**config.mk**
```make
export PLATFORM = sky130hd
export DESIGN_NAME = hex_display_driver
export DESIGN_NICKNAME = d
export VERILOG_FILES = /design/src/rtl/hex_display_pkg.sv /design/src/rtl/hex_seg_decode.sv /design/src/rtl/hex_display_driver.sv
export SDC_FILE = /design/constraint.sdc
export NUM_CORES = 1
export LEC_CHECK = 0
export BUFFER_PORTS_ARGS = -buffer_cell sky130_fd_sc_hd__buf_2
export CAP_MARGIN = 20
export CORE_MARGIN = 8
export CORE_UTILIZATION = 51
export CTS_CLUSTER_DIAMETER = 100
export DETAILED_ROUTE_END_ITERATION = 8
export HOLD_SLACK_MARGIN = 0.12
export PLACE_DENSITY_LB_ADDON = 0.2
export SYNTH_ARGS = -nofsm -noshare
export SYNTH_HDL_FRONTEND = slang
export SYNTH_SLANG_ARGS = --single-unit
```
**constraint.sdc**
```tcl
create_clock -name clk -period 5.1 [get_ports clk]
set_input_delay 0.255 -clock clk [delete_from_list [all_inputs] [get_ports clk]]
set_output_delay 0.255 -clock clk [all_outputs]
set_load 0.01 [all_outputs]
```
**src/rtl/hex_display_pkg.sv**
```systemverilog
// Shared seven-segment constants and polarity helper for the HEX display driver.
// Codes are active-low, bit 6 = g ... bit 0 = a.
package hex_display_pkg;

    localparam logic [6:0] SEG_0 = 7'h40;
    localparam logic [6:0] SEG_1 = 7'h79;
    localparam logic [6:0] SEG_2 = 7'h24;
    localparam logic [6:0] SEG_3 = 7'h30;
    localparam logic [6:0] SEG_4 = 7'h19;
    localparam logic [6:0] SEG_5 = 7'h12;
    localparam logic [6:0] SEG_6 = 7'h02;
    localparam logic [6:0] SEG_7 = 7'h78;
    localparam logic [6:0] SEG_8 = 7'h00;
    localparam logic [6:0] SEG_9 = 7'h10;
    localparam logic [6:0] SEG_A = 7'h08;
    localparam logic [6:0] SEG_B = 7'h03;
    localparam logic [6:0] SEG_C = 7'h46;
    localparam logic [6:0] SEG_D = 7'h21;
    localparam logic [6:0] SEG_E = 7'h06;
    localparam logic [6:0] SEG_F = 7'h0E;

    localparam logic [6:0] SEG_BLANK_AL = 7'h7F;

    // Converts an active-low code to the board's pin polarity.
    function automatic logic [6:0] seg_polarity(input logic [6:0] code, input logic active_low);
        return active_low ? code : ~code;
    endfunction

endpackage

```
**src/rtl/hex_seg_decode.sv**
```systemverilog
// Combinational nibble to active-low seven-segment code.
module hex_seg_decode
    import hex_display_pkg::*;
(
    input  logic [3:0] nibble,
    output logic [6:0] code
);

    always_comb begin
        case (nibble)
            4'h0:    code = SEG_0;
            4'h1:    code = SEG_1;
            4'h2:    code = SEG_2;
            4'h3:    code = SEG_3;
            4'h4:    code = SEG_4;
            4'h5:    code = SEG_5;
            4'h6:    code = SEG_6;
            4'h7:    code = SEG_7;
            4'h8:    code = SEG_8;
            4'h9:    code = SEG_9;
            4'hA:    code = SEG_A;
            4'hB:    code = SEG_B;
            4'hC:    code = SEG_C;
            4'hD:    code = SEG_D;
            4'hE:    code = SEG_E;
            4'hF:    code = SEG_F;
            default: code = SEG_BLANK_AL;
        endcase
    end

endmodule

```
**src/rtl/hex_display_driver.sv**
```systemverilog
// Multi-digit static seven-segment driver: latched value, leading-zero blanking,
// per-digit blink and global enable, with registered segment outputs.
module hex_display_driver
    import hex_display_pkg::*;
#(
    parameter int NUM_DIGITS = 8,
    parameter int CLK_HZ     = 50000000,
    parameter int BLINK_HZ   = 2,
    parameter int ACTIVE_LOW = 1
) (
    input  logic                    clk,
    input  logic                    resetn,
    input  logic                    load,
    input  logic [4*NUM_DIGITS-1:0] value,
    input  logic                    blank_lz,
    input  logic [NUM_DIGITS-1:0]   blink_mask,
    input  logic                    enable,
    output logic [7*NUM_DIGITS-1:0] seg
);

    localparam int              HALF     = CLK_HZ / (2 * BLINK_HZ);
    localparam int              PRE_W    = (HALF > 1) ? $clog2(HALF) : 1;
    localparam logic [PRE_W-1:0] PRE_LAST = PRE_W'(HALF - 1);
    localparam logic            POL_LOW  = (ACTIVE_LOW != 0);
    localparam logic [6:0]      BLANK    = seg_polarity(SEG_BLANK_AL, POL_LOW);

    logic [4*NUM_DIGITS-1:0] value_reg;
    logic [PRE_W-1:0]        prescaler_reg;
    logic                    blink_phase_reg;
    logic [7*NUM_DIGITS-1:0] seg_reg;
    logic [7*NUM_DIGITS-1:0] seg_next;

    // upper_zero[i] = nibbles i..NUM_DIGITS-1 are all zero (OR-scan from the MSB digit).
    logic [NUM_DIGITS:0]     upper_zero;
    assign upper_zero[NUM_DIGITS] = 1'b1;

    genvar gi;
    generate
        for (gi = 0; gi < NUM_DIGITS; gi++) begin : g_digit
            logic [3:0] nibble;
            logic [6:0] code;
            logic       lz_blank;
            logic       blink_blank;
            logic [6:0] digit_next;

            assign nibble = value_reg[4*gi +: 4];

            hex_seg_decode u_decode (
                .nibble (nibble),
                .code   (code)
            );

            assign upper_zero[gi] = upper_zero[gi+1] && (nibble == 4'h0);
            assign lz_blank       = blank_lz && upper_zero[gi] && (gi != 0);
            assign blink_blank    = blink_phase_reg && blink_mask[gi];

            assign digit_next = !enable     ? BLANK :
                                lz_blank    ? BLANK :
                                blink_blank ? BLANK :
                                seg_polarity(code, POL_LOW);

            assign seg_next[7*gi +: 7] = digit_next;
        end
    endgenerate

    always_ff @(posedge clk or negedge resetn) begin
        if (!resetn) begin
            value_reg       <= '0;
            prescaler_reg   <= '0;
            blink_phase_reg <= 1'b0;
            seg_reg         <= {NUM_DIGITS{BLANK}};
        end else begin
            seg_reg <= seg_next;
            // A load restarts the blink cycle so a fresh value is visible for a full half-period.
            if (load) begin
                value_reg       <= value;
                prescaler_reg   <= '0;
                blink_phase_reg <= 1'b0;
            end else if (prescaler_reg == PRE_LAST) begin
                prescaler_reg   <= '0;
                blink_phase_reg <= ~blink_phase_reg;
            end else begin
                prescaler_reg   <= prescaler_reg + 1'b1;
            end
        end
    end

    assign seg = seg_reg;

endmodule

```
==> key figures <==
Run status
  – Outcome: finished, final reports clean

Timing
  – Highest clock rate: a little over 400 MHz
  – Setup Total Neg Slack: 0 ns
  – Endpoints failing setup: 0
  – RSZ-0062 raised after global routing: false
  – Clock skew: roughly 0.0078 ns
  – Clock period minus final worst setup slack: between 2 and 2.5 ns
  – Slew @ Worst Pin: approximately 0.99 ns
  – Max_slew headroom: 34.23%
  – Final Cycle Share: a little under half
  – PnR worst setup slack: 2.674 ns
  – Slew Limit Fails: 0
  – Final Hold Viols: 0

Clock network
  – Post_cts resized: 0
  – CTS tree: yes
  – Clk_lat worst skew: approximately 0.42 ns
  – Clock Tree Buf Depth: 2
  – Post-CTS Setup Repair Bufs: 0
  – Num CTS Buffers: 17
  – CTS root buffer: clkbuf_16
  – CTS sink count: about 110
  – H-Tree Depth: 4
  – Clk slew on worst S/H paths: ~0.050 ns

Detailed routing
  – Final Routed Wirelength: 13690 µm
  – Vias: just under 5000
  – Via density: 5.541
  – First-iteration detailed-routing DRC count: around 300
  – First-pass DRT Iterations: 4
  – WL per Instance: around 16 µm
  – DRC Markers: 0
  – DRT antenna net count: 0

Pwr
  – Switching power total: around 660 µW
  – P_leak: about 3.2 nW
  – Reg power frac: a little over two fifths
  – Combinational Power Share: around 15%
  – Cell-internal power: ~1.9 mW
  – Power Dens Cells: 337.0 nW/µm²
  – Clock power frac: 41.7%
  – Switching Share: 26.09%
  – VDD IR max: around 0.00022 V

Die
  – Boundary Pins: a little over 100
  – Initial Util: roughly 53%
  – # rows: 39
  – Height of the die: ~120 µm
  – Die X-Extent: 124.9 µm
  – Core area: around 12000 µm²
  – Full die area: about 16000 µm²

Synthesis
  – Number of synthesized flops with an enable pin: 0
  – Top area cells in the synthesized netlist: dfstp_2, dfrtp_1, ha_1
  – Post-synth top area share: between 20% and 30%
  – Ys async rst share: 100.0%
  – #FFs+latches synth: 113
  – Synth Flop Type: dfrtp_1
  – Synthesized Nets: between 600 and 700
  – Synthesized area per cell: ~10 µm²
  – Synth warn: 0
  – Synth Instances: roughly 600
  – Cell taking the most area after synthesis: dfstp_2
  – Sequential-to-total area share from yosys stat: between 40% and 50%
  – Synth cell types: 47
  – Post-Syn Area: 6050 µm²

Placed design
  – GPL Wtd Cong: approximately 0.89
  – Port Buffer Count: 100
  – Pre-CTS WS: ~2.7 ns
  – Final HPWL DP: 9486 µm

Critical path
  – Worst endpoint data arrival time: approximately 2.7 ns
  – Crit end category: flop
  – Worst-path fanout max: 24
  – WS Path Type: reg2reg
  – Startpoint Class: flop
  – Critical Path RT: ~5.4 ns

GRT
  – Initial antenna violation count: 0
  – Overflow after GRT: 0
  – Vias in the first global route: approximately 4800
  – First-pass GRT wire length: 23170 µm
  – GRT Util Overall: 18.15%
  – Largest net degree at the start of global routing: 60

Final layout
  – Max reg flops: 56
  – # diodes: 0
  – Layout Utilization: about two thirds
  – Register Area: ~2900 µm²
  – Final #Nets: ~810
  – Area Overhead vs Synth: 23.74%
  – Number of fill cells: around 900
  – Combined area of the multi-input logic cells: between 2000 and 3000 µm²
  – Share of cells above drive strength 1: between 20 and 30%
  – Commonest cells after routing, fill and taps aside: buf_2, nand2_1, dfrtp_1, dfstp_2, o211ai_1
  – Commonest non-fill, non-tap cell in the layout: buf_2

Hold path
  – Worst Hold Class: in2reg

Job
  – Maxcap violations: 0
==> logic make-up (layout without fill, tap and decap cells) <==
family / after synthesis / after routing / share of synthesized area (%)
compound gates: 153 / 153 / 16.36
buf+inv: 59 / 193 / 3.826
xor+xnor: 11 / 11 / 1.593
flops: 113 / 113 / 47.90
mux: 23 / 23 / 4.178
simple gates: 202 / 202 / 17.25
fa+ha+maj: 43 / 43 / 8.894
==> area by class of cell <==
class	instances	area share, %
Clock buffer	25	6.752
Clock inverter	7	0.4680
Inverter	26	1.304
Multi-Input combinational cell	432	39.01
Sequential cell	113	38.71
Tap cell	143	2.390
Timing Repair Buffer	135	11.37
==> final timing paths <==
| kind | end | from | slack (ns) | cells after the start |
|---|---|---|---|---|
| setup / recovery | prescaler_reg[5]$_DFF_PN0_ | prescaler_reg[16]$_DFF_PN0_ | 2.67 | 4 |
| hold / removal | seg[8]$_DFF_PN1_ | blink_mask[1] | 0.15 | 3 |
| setup reg to reg | prescaler_reg[5]$_DFF_PN0_ | prescaler_reg[16]$_DFF_PN0_ | 2.67 | 4 |
| hold reg to reg | prescaler_reg[0]$_DFF_PN0_ | prescaler_reg[0]$_DFF_PN0_ | 0.50 | 1 |
| max in group asynchronous | value_reg[20]$_DFFE_PN0P_ | resetn | 3.51 | 3 |
| min in group asynchronous | value_reg[6]$_DFFE_PN0P_ | resetn | 0.45 | 2 |
==> per-stage QoR <==
step | cell area (µm²) | std cells | hold slack [ns] | total power, mW
floorplan | 6050 | 604 | -0.04059 | 1.327
global placement | 6605 | 815 | 0.3389 | 1.454
detailed placement | 6605 | 815 | 0.3492 | 1.467
CTS | 7486 | 881 | 0.1303 | 2.553
global route | 7486 | 881 | 0.1368 | 2.652
finish | 7486 | 881 | 0.1455 | 2.523
==> routing by layer <==
metal  track usage, %  part of all wire [%]
met1            21.42                    42
met2            29.89                    50
met3            5.908                   6.4
met4            7.736                   1.4
met5                0                     0
==> power by group through the flow <==
stage / Clock, mW / Combinational, mW / Sequential [mW]
3_3_place_gp: 0 / 0.354 / 1.10
5_1_grt: 1.12 / 0.428 / 1.11
4_1_cts: 1.08 / 0.385 / 1.09
2_1_floorplan: 0 / 0.234 / 1.09
3_5_place_dp: 0 / 0.363 / 1.10
6_report: 1.05 / 0.379 / 1.09
==> critical path: stages, from the launching register on <==
cell and delay, ns:
dfrtp_1 0.39, or4_1 0.52, or4_4 0.44, o21bai_2 0.80, nor2_1 0.12
==> timing repair <==
| item | in CTS | in global routing |
|---|---|---|
| endpoints found under the setup margin | 0 | 0 |
| hold buffers | 34 | 0 |
| endpoints found under the hold margin | 50 | 0 |
==> synthesized netlist by cell type, types with 3 or more instances <==
cell	count
mux2i_1	5
a21boi_0	3
nor2b_1	9
dfrtp_1	57
a211oi_1	6
and4_1	4
nand2b_1	15
o311ai_0	5
or3b_2	3
inv_1	26
or3_1	9
nor3_1	4
o31ai_1	4
xnor2_1	6
o21ai_0	44
nand3_1	19
a21oi_1	25
nor2_1	24
ha_1	43
nand2_1	79
xor2_1	5
nand4_1	9
o21a_1	10
mux2_2	18
and2_1	3
o211ai_1	45
dfstp_2	56
clkbuf_1	29
nand3b_1	8
or4_1	5
Note: power is estimated with default switching activity, not from simulation.
